$ cat config.mk
export PLATFORM = sky130hd
export DESIGN_NAME = uart_crc_frame_link
export DESIGN_NICKNAME = d
export VERILOG_FILES = /design/src/rtl/uart_crc_frame_link.sv
export SDC_FILE = /design/constraint.sdc
export NUM_CORES = 1
export LEC_CHECK = 0
export CAP_MARGIN = 0
export CORE_MARGIN = 10
export CORE_UTILIZATION = 55
export CTS_BUF_LIST = sky130_fd_sc_hd__clkbuf_2 sky130_fd_sc_hd__clkbuf_4 sky130_fd_sc_hd__clkbuf_8
export DETAILED_ROUTE_END_ITERATION = 8
export PLACE_DENSITY = 0.76
export SETUP_SLACK_MARGIN = 0.02
export SYNTH_ARGS = -nofsm -noshare
export SYNTH_HDL_FRONTEND = slang
export SYNTH_SLANG_ARGS = --single-unit
$ cat constraint.sdc
create_clock -name clk -period 5.4 [get_ports clk]
set_input_delay 1.08 -clock clk [delete_from_list [all_inputs] [get_ports clk]]
set_output_delay 1.08 -clock clk [all_outputs]
set_load 0.02 [all_outputs]
$ cat src/rtl/uart_crc_frame_link.sv
// uart_crc_frame_link: framed 8N1 UART link, PAYLOAD_BYTES data bytes plus a CRC-8 trailer byte
//   Optional: define UART_CRC_LOOPBACK_EN to feed the RX path from txd instead of rxd.
//   clk, reset (async, active-high)
//   tx_data/tx_valid/tx_ready : payload in (byte 0 = [7:0], sent first), txd serial out
//   rxd                       : serial in
//   rx_data/rx_valid/rx_crc_ok: received payload, frame-complete pulse, CRC match flag
//   rx_frame_err              : pulse on bad stop bit or inter-byte timeout
module uart_crc_frame_link #(
    parameter int         PAYLOAD_BYTES   = 2,
    parameter int         CLKS_PER_BIT    = 16,
    parameter logic [7:0] CRC_POLY        = 8'h07,
    parameter logic [7:0] CRC_INIT        = 8'h00,
    parameter int         RX_TIMEOUT_BITS = 20
) (
    input  logic                       clk,
    input  logic                       reset,
    input  logic [8*PAYLOAD_BYTES-1:0] tx_data,
    input  logic                       tx_valid,
    output logic                       tx_ready,
    output logic                       txd,
    input  logic                       rxd,
    output logic [8*PAYLOAD_BYTES-1:0] rx_data,
    output logic                       rx_valid,
    output logic                       rx_crc_ok,
    output logic                       rx_frame_err
);
    localparam int CW = $clog2(CLKS_PER_BIT);
    localparam int IW = $clog2(PAYLOAD_BYTES + 1);
    localparam int TO = RX_TIMEOUT_BITS * CLKS_PER_BIT;
    localparam int GW = $clog2(TO);
    localparam logic [CW-1:0] BIT_LAST = CW'(CLKS_PER_BIT - 1);
    localparam logic [CW-1:0] BIT_HALF = CW'(CLKS_PER_BIT / 2 - 1);
    localparam logic [IW-1:0] CRC_IDX  = IW'(PAYLOAD_BYTES);
    localparam logic [GW-1:0] GAP_LAST = GW'(TO - 1);

    function automatic logic [7:0] crc8_step(input logic [7:0] c, input logic [7:0] b);
        logic [7:0] r;
        r = c ^ b;
        for (int i = 0; i < 8; i++)
            r = r[7] ? {r[6:0], 1'b0} ^ CRC_POLY : {r[6:0], 1'b0};
        return r;
    endfunction

    typedef enum logic [1:0] {TX_IDLE, TX_START, TX_DATA, TX_STOP} tx_state_t;
    tx_state_t tx_state, tx_next;
    logic [CW-1:0] tx_cnt;
    logic [2:0] tx_bit;
    logic [IW-1:0] tx_idx;
    logic [8*PAYLOAD_BYTES-1:0] tx_buf;
    logic [7:0] tx_crc, tx_byte;
    logic tx_bit_end;

    // tx_idx == CRC_IDX selects the trailer; tx_crc is final by then
    always_comb begin
        tx_bit_end = tx_cnt == BIT_LAST;
        tx_byte = tx_idx == CRC_IDX ? tx_crc : tx_buf[8*int'(tx_idx) +: 8];
        tx_next = tx_state == TX_IDLE ? (tx_valid ? TX_START : TX_IDLE)
                : !tx_bit_end ? tx_state
                : tx_state == TX_START ? TX_DATA
                : tx_state == TX_DATA ? (tx_bit == 3'd7 ? TX_STOP : TX_DATA)
                : tx_idx == CRC_IDX ? TX_IDLE : TX_START;
        tx_ready = tx_state == TX_IDLE;
        txd = tx_state == TX_START ? 1'b0 : tx_state == TX_DATA ? tx_byte[tx_bit] : 1'b1;
    end

    always_ff @(posedge clk or posedge reset) begin
        if (reset) begin
            tx_state <= TX_IDLE;
            tx_cnt <= '0;
            tx_bit <= '0;
            tx_idx <= '0;
            tx_buf <= '0;
            tx_crc <= CRC_INIT;
        end else begin
            tx_state <= tx_next;
            if (tx_state == TX_IDLE) begin
                tx_cnt <= '0;
                if (tx_valid) begin
                    tx_buf <= tx_data;
                    tx_crc <= CRC_INIT;
                    tx_idx <= '0;
                    tx_bit <= '0;
                end
            end else begin
                tx_cnt <= tx_bit_end ? '0 : tx_cnt + 1'b1;
                if (tx_bit_end && tx_state == TX_DATA)
                    tx_bit <= tx_bit + 1'b1;
                if (tx_bit_end && tx_state == TX_STOP) begin
                    tx_idx <= tx_idx + 1'b1;
                    if (tx_idx != CRC_IDX)
                        tx_crc <= crc8_step(tx_crc, tx_byte);
                end
            end
        end
    end

    typedef enum logic [2:0] {RX_IDLE, RX_START, RX_DATA, RX_STOP, RX_GAP, RX_DONE} rx_state_t;
    rx_state_t rx_state, rx_next;
    logic rx_in, rx_s1, rx_s2, rx_prev, rx_fall, rx_mid, rx_err;
    logic [CW-1:0] rx_cnt;
    logic [2:0] rx_bit;
    logic [IW-1:0] rx_idx;
    logic [GW-1:0] rx_gap;
    logic [7:0] rx_sh, rx_crc;
    logic [8*PAYLOAD_BYTES-1:0] rx_buf;

`ifdef UART_CRC_LOOPBACK_EN
    logic unused_rxd;
    assign unused_rxd = rxd;
    assign rx_in = txd;
`else
    assign rx_in = rxd;
`endif

    // Starts are edge-triggered, so a line held low after a bad stop cannot re-arm until it rises
    always_comb begin
        rx_fall = rx_prev & ~rx_s2;
        rx_mid = rx_state == RX_START ? rx_cnt == BIT_HALF : rx_cnt == BIT_LAST;
        rx_err = (rx_state == RX_STOP && rx_mid && !rx_s2) ||
                 (rx_state == RX_GAP && !rx_fall && rx_gap == GAP_LAST);
        rx_next = rx_state == RX_IDLE || rx_state == RX_GAP ? (rx_fall ? RX_START : rx_err ? RX_IDLE : rx_state)
                : rx_state == RX_DONE ? RX_IDLE
                : !rx_mid ? rx_state
                : rx_state == RX_START ? (rx_s2 ? RX_IDLE : RX_DATA)
                : rx_state == RX_DATA ? (rx_bit == 3'd7 ? RX_STOP : RX_DATA)
                : !rx_s2 ? RX_IDLE
                : rx_idx == CRC_IDX ? RX_DONE : RX_GAP;
        rx_valid = rx_state == RX_DONE;
    end

    always_ff @(posedge clk or posedge reset) begin
        if (reset) begin
            rx_state <= RX_IDLE;
            {rx_s1, rx_s2, rx_prev} <= 3'b111;
            rx_cnt <= '0;
            rx_bit <= '0;
            rx_idx <= '0;
            rx_gap <= '0;
            rx_sh <= '0;
            rx_crc <= CRC_INIT;
            rx_buf <= '0;
            rx_data <= '0;
            rx_crc_ok <= 1'b0;
            rx_frame_err <= 1'b0;
        end else begin
            rx_state <= rx_next;
            {rx_s1, rx_s2, rx_prev} <= {rx_in, rx_s1, rx_s2};
            rx_frame_err <= rx_err;
            rx_cnt <= rx_next != rx_state || rx_mid ? '0 : rx_cnt + 1'b1;
            rx_gap <= rx_state == RX_GAP ? rx_gap + 1'b1 : '0;
            if ((rx_state == RX_IDLE || rx_state == RX_GAP) && rx_fall)
                rx_bit <= '0;
            if (rx_state == RX_IDLE && rx_fall) begin
                rx_idx <= '0;
                rx_crc <= CRC_INIT;
            end
            if (rx_state == RX_DATA && rx_mid) begin
                rx_sh <= {rx_s2, rx_sh[7:1]};
                rx_bit <= rx_bit + 1'b1;
            end
            // Result registers load with the CRC stop sample so they are valid alongside rx_valid
            if (rx_state == RX_STOP && rx_mid && rx_s2) begin
                if (rx_idx == CRC_IDX) begin
                    rx_data <= rx_buf;
                    rx_crc_ok <= rx_sh == rx_crc;
                end else begin
                    rx_buf[8*int'(rx_idx) +: 8] <= rx_sh;
                    rx_crc <= crc8_step(rx_crc, rx_sh);
                    rx_idx <= rx_idx + 1'b1;
                end
            end
        end
    end
endmodule

==> impl_metrics.toml <==
[clock_tree]
worst_skew_late_latency_ps = 390
clockBufferDepth = 2
cts_root_buf = "sky130_fd_sc_hd__clkbuf_8"
sink_count = 109
postCtsSetupBuffers = 0
number_of_buffers_inserted_during_clock_tree_synthesis = 9
cts-resized-gates = 0
number_of_hold_buffers_added_after_cts = 0
h-tree-depth = 3
cts_tree = "done"
clk_pin_slew_worst_paths_ps = 110

[grt]
vias_in_the_first_global_route = 3815
grt_start_max_net_pins = 82
wire_length_of_the_first_global_routing_pass_mm = 18.3
global_route.usage.total_pct = 15.7
antenna_found_initial = 0
overflow = 0

[setup_path]
rrSetupSlack_ps = 2820
critPathTopFamily = "buffers and inverters"
crit_end = "txd"
worst_path_class_setup = "reg2out"
cp_common_cell = "sky130_fd_sc_hd__inv_1"
worst_setup_path_end_kind = "primary output"
r2r_start = "tx_idx[0]$_DFFE_PP0P_"
worst-path-max-fanout = 11
timing.critical_path.required_ps = 4320
worst_setup_path_startpoint = "tx_idx[0]$_DFFE_PP0P_"
ordered_list_of_cells_on_the_worst_path = "inv_1, ha_1, inv_1, nand2_1, o211ai_1, a311oi_1, o21ai_0, a41oi_1, clkdlybuf4s50_1"
arrival_ps = 3500
critPathSlowestCell = "sky130_fd_sc_hd__clkdlybuf4s50_1"
timing.critical_path.slowest_cell_delay_ps = 650
worstRegToRegCells = 6
critical_path.reg2reg.endpoint = "tx_crc[6]$_DFFE_PP0P_"
worstSetupPathDepth = 9
worstSetupStartpointType = "flip-flop"
critical_path.n_buffers_inverters = 3

[logic_synthesis]
synth.area.top_cells = "sky130_fd_sc_hd__dfrtp_1 (49%), sky130_fd_sc_hd__mux2_2 (7.5%), sky130_fd_sc_hd__ha_1 (4.4%), sky130_fd_sc_hd__xnor2_1 (4.2%), sky130_fd_sc_hd__nand2_1 (4.1%)"
dominantRegCellSynth = "sky130_fd_sc_hd__dfrtp_1"
synth_fa_ha_area_share_pct = 4.42
synth_sequential_area_ratio_pct = 50.7
synth_top_area_share_pct = 49.3
synth_mux_area_share_pct = 12.4
synthSimpleGateAreaFrac_pct = 14.3
yosys_register_bits = 109
combinational_family_with_the_most_area_after_synthesis = "simple AND/OR/NAND/NOR gates"
synthCells = 498
yosysTopAreaCell = "sky130_fd_sc_hd__dfrtp_1"
yosys.area_share.xor_xnor_pct = 7.72
netlist_area_sq_um = 5380
postSynth.asyncResetShare_pct = 100
synth.lib_cells_used.distinct = 47
ys_warn_count = 0
synthesized_area_fraction_occupied_by_ao_oa_aoi_and_oai_cells_pct = 7.79
synth_edf_count = 0
synth_fp_nets = 537
synth.avg_cell_area_sq_um = 10.8

[power_and_ir_drop]
power.static_leakage_nw = 2.73
p_per_area_nw_per_um2 = 272
ir_drop_mv = 0.276

[flow_run]
number_of_violations_of_the_max_capacitance_limit = 0

[detailed_routing]
final_antenna_net_count = 0
1st_pass_router_iterations = 4
drt-initial-drc-count = 243
vias = 3749
average_detailed_routed_wire_length_per_instance_microns = 15.9
drc_violation_count_after_routing = 0
finalWirelength_mm = 10.6
vias_per_instance = 5.59

[sta]
maxClockFrequency_ghz = 0.219
slew_viol_final = 0
timing.final.hold_violations = 0
max_slew.worst_pin.slew_ps = 1090
final.setup.tns_ps = 0
period_share_pct = 84.8
period_needed_ps = 4580
finalClockSkew_ps = 15.3
setup_violations = 0
setup_repair_after_global_routing_missed_its_margin = "false"
minimum_setup_slack_in_the_final_design_ps = 823
max_slew_margin_pct = 27.1

[floorplanning]
die_width_microns = 119
dieArea_sq_um = 14100
core_area_sq_um = 9640
initial_utilization_pct = 55.8
floorplan.rows = 36
die_h_microns = 119
num_ports = 41

[placed_design]
preCtsSetupSlack_ps = 1320
placer_congestion = 0.955
post-place-cells = 656
postPlaceCellArea_sq_um = 5880
io_buffer_count = 40
dp.final_hpwl_mm = 7.67

[finish]
finish.net_count = 573
area_delta_synth_final_pct = 13.0
diodes = 0
layout.cells.most_common_list = "sky130_fd_sc_hd__dfrtp_1 (106), sky130_fd_sc_hd__nand2_1 (59), sky130_fd_sc_hd__clkdlybuf4s50_1 (40), sky130_fd_sc_hd__mux2_2 (36), sky130_fd_sc_hd__nand3_1 (33)"
multiInputGateArea_sq_um = 2510
layout_commonest_cell = "sky130_fd_sc_hd__dfrtp_1"
post_route_cells_drive_above_1_share_pct = 12.5
filler_cell_count = 774
register_area_sq_um = 2730
fin_area_sq_um = 6080
finalNonFillerCells = 671

[worst_hold_path]
hold_path.class = "reg2reg"

[status]
outcome = "finished, final reports clean"
cell families after synthesis:
kind of cell             count (synthesis)
AND/OR/NAND/NOR                        159
adder cells (fa/ha/maj)                 19
buffers and inverters                   33
flip-flops                             109
multiplexers                            58
XOR/XNOR                                45
AO/OA/AOI/OAI                           75
per-layer routing:
metal	GRT usage (%)	up-vias	wire, microns	share of wire (%)
met1	19.1	1849	4690	44
met4	6.87	0	296	2.8
met3	4.58	27	451	4.2
met5	0	-	0	0
met2	25.5	83	5210	49
li1	-	1790	-	-
where the power goes:
group / switching [mW] / internal, mW / total (mW)
Combinational: 0.144 / 0.106 / 0.249
Sequential: 0.0519 / 0.854 / 0.906
Clock: 0.275 / 0.225 / 0.500
Total: 0.470 / 1.19 / 1.66
state kept, by name, indices dropped and copies added, names as in the netlist, 2 cells and up:
register,count
rx_buf,16
rx_data,16
tx_buf,16
rx_gap,9
rx_crc,8
rx_sh,8
tx_crc,8
rx_cnt,4
tx_cnt,4
rx_bit,3
rx_state,3
tx_bit,3
rx_idx,2
tx_idx,2
tx_state,2
cell type report:
cell class,instances,area share [%]
inverters,16,1.03
clock inverters,5,1.01
repair buffers,42,6.83
flip-flops and latches,109,44.9
multi-input cells,356,41.2
well taps,133,2.74
clock buffers,10,2.26
synth_stat cells, types with 3 or more instances:
library cell and n:
sky130_fd_sc_hd__dfrtp_1 106, sky130_fd_sc_hd__nand2_1 59, sky130_fd_sc_hd__mux2_2 36, sky130_fd_sc_hd__nand3_1 33, sky130_fd_sc_hd__o21ai_0 32, sky130_fd_sc_hd__xnor2_1 26
sky130_fd_sc_hd__nor2_1 24, sky130_fd_sc_hd__ha_1 19, sky130_fd_sc_hd__o21ai_1 17, sky130_fd_sc_hd__xor2_1 17, sky130_fd_sc_hd__inv_1 16, sky130_fd_sc_hd__a21oi_1 14
sky130_fd_sc_hd__clkbuf_1 11, sky130_fd_sc_hd__mux2i_1 10, sky130_fd_sc_hd__or3_1 9, sky130_fd_sc_hd__and3_1 8, sky130_fd_sc_hd__mux2_1 8, sky130_fd_sc_hd__nor2b_1 5
sky130_fd_sc_hd__nor3_1 5, sky130_fd_sc_hd__buf_2 3, sky130_fd_sc_hd__dfstp_2 3, sky130_fd_sc_hd__nor4_1 3
worst reg2reg max path, cell delays in order, from the launching register on:
cell and delay, ps:
sky130_fd_sc_hd__dfrtp_1 700, sky130_fd_sc_hd__inv_1 100, sky130_fd_sc_hd__ha_1 360, sky130_fd_sc_hd__inv_1 270, sky130_fd_sc_hd__nand3_1 480, sky130_fd_sc_hd__or3_1 530, sky130_fd_sc_hd__nand3_1 80
worst min-delay path by stage:
stage,from,endpoint,slack [ps],depth (start not counted)
after floorplan,rx_s1$_DFF_PP1_,rx_s2$_DFF_PP1_,350,0
after global placement,rx_s1$_DFF_PP1_,rx_s2$_DFF_PP1_,350,0
after detailed placement,rx_s1$_DFF_PP1_,rx_s2$_DFF_PP1_,350,0
after CTS,rx_s1$_DFF_PP1_,rx_s2$_DFF_PP1_,370,0
after global routing,rx_s1$_DFF_PP1_,rx_s2$_DFF_PP1_,370,0
final,rx_s1$_DFF_PP1_,rx_s2$_DFF_PP1_,360,0
metrics by stage:
| stage | hold WS, ps | power, mW | util (%) |
|---|---|---|---|
| 2_1_floorplan | 345 | 1.10 | - |
| 3_3_place_gp | 346 | 1.16 | 61.0 |
| 3_5_place_dp | 351 | 1.17 | 61.0 |
| 4_1_cts | 365 | 1.67 | 63.1 |
| 5_1_grt | 370 | 1.75 | 63.1 |
| 6_report | 362 | 1.66 | 63.1 |
No activity file was read; power rests on OpenSTA's default activity.
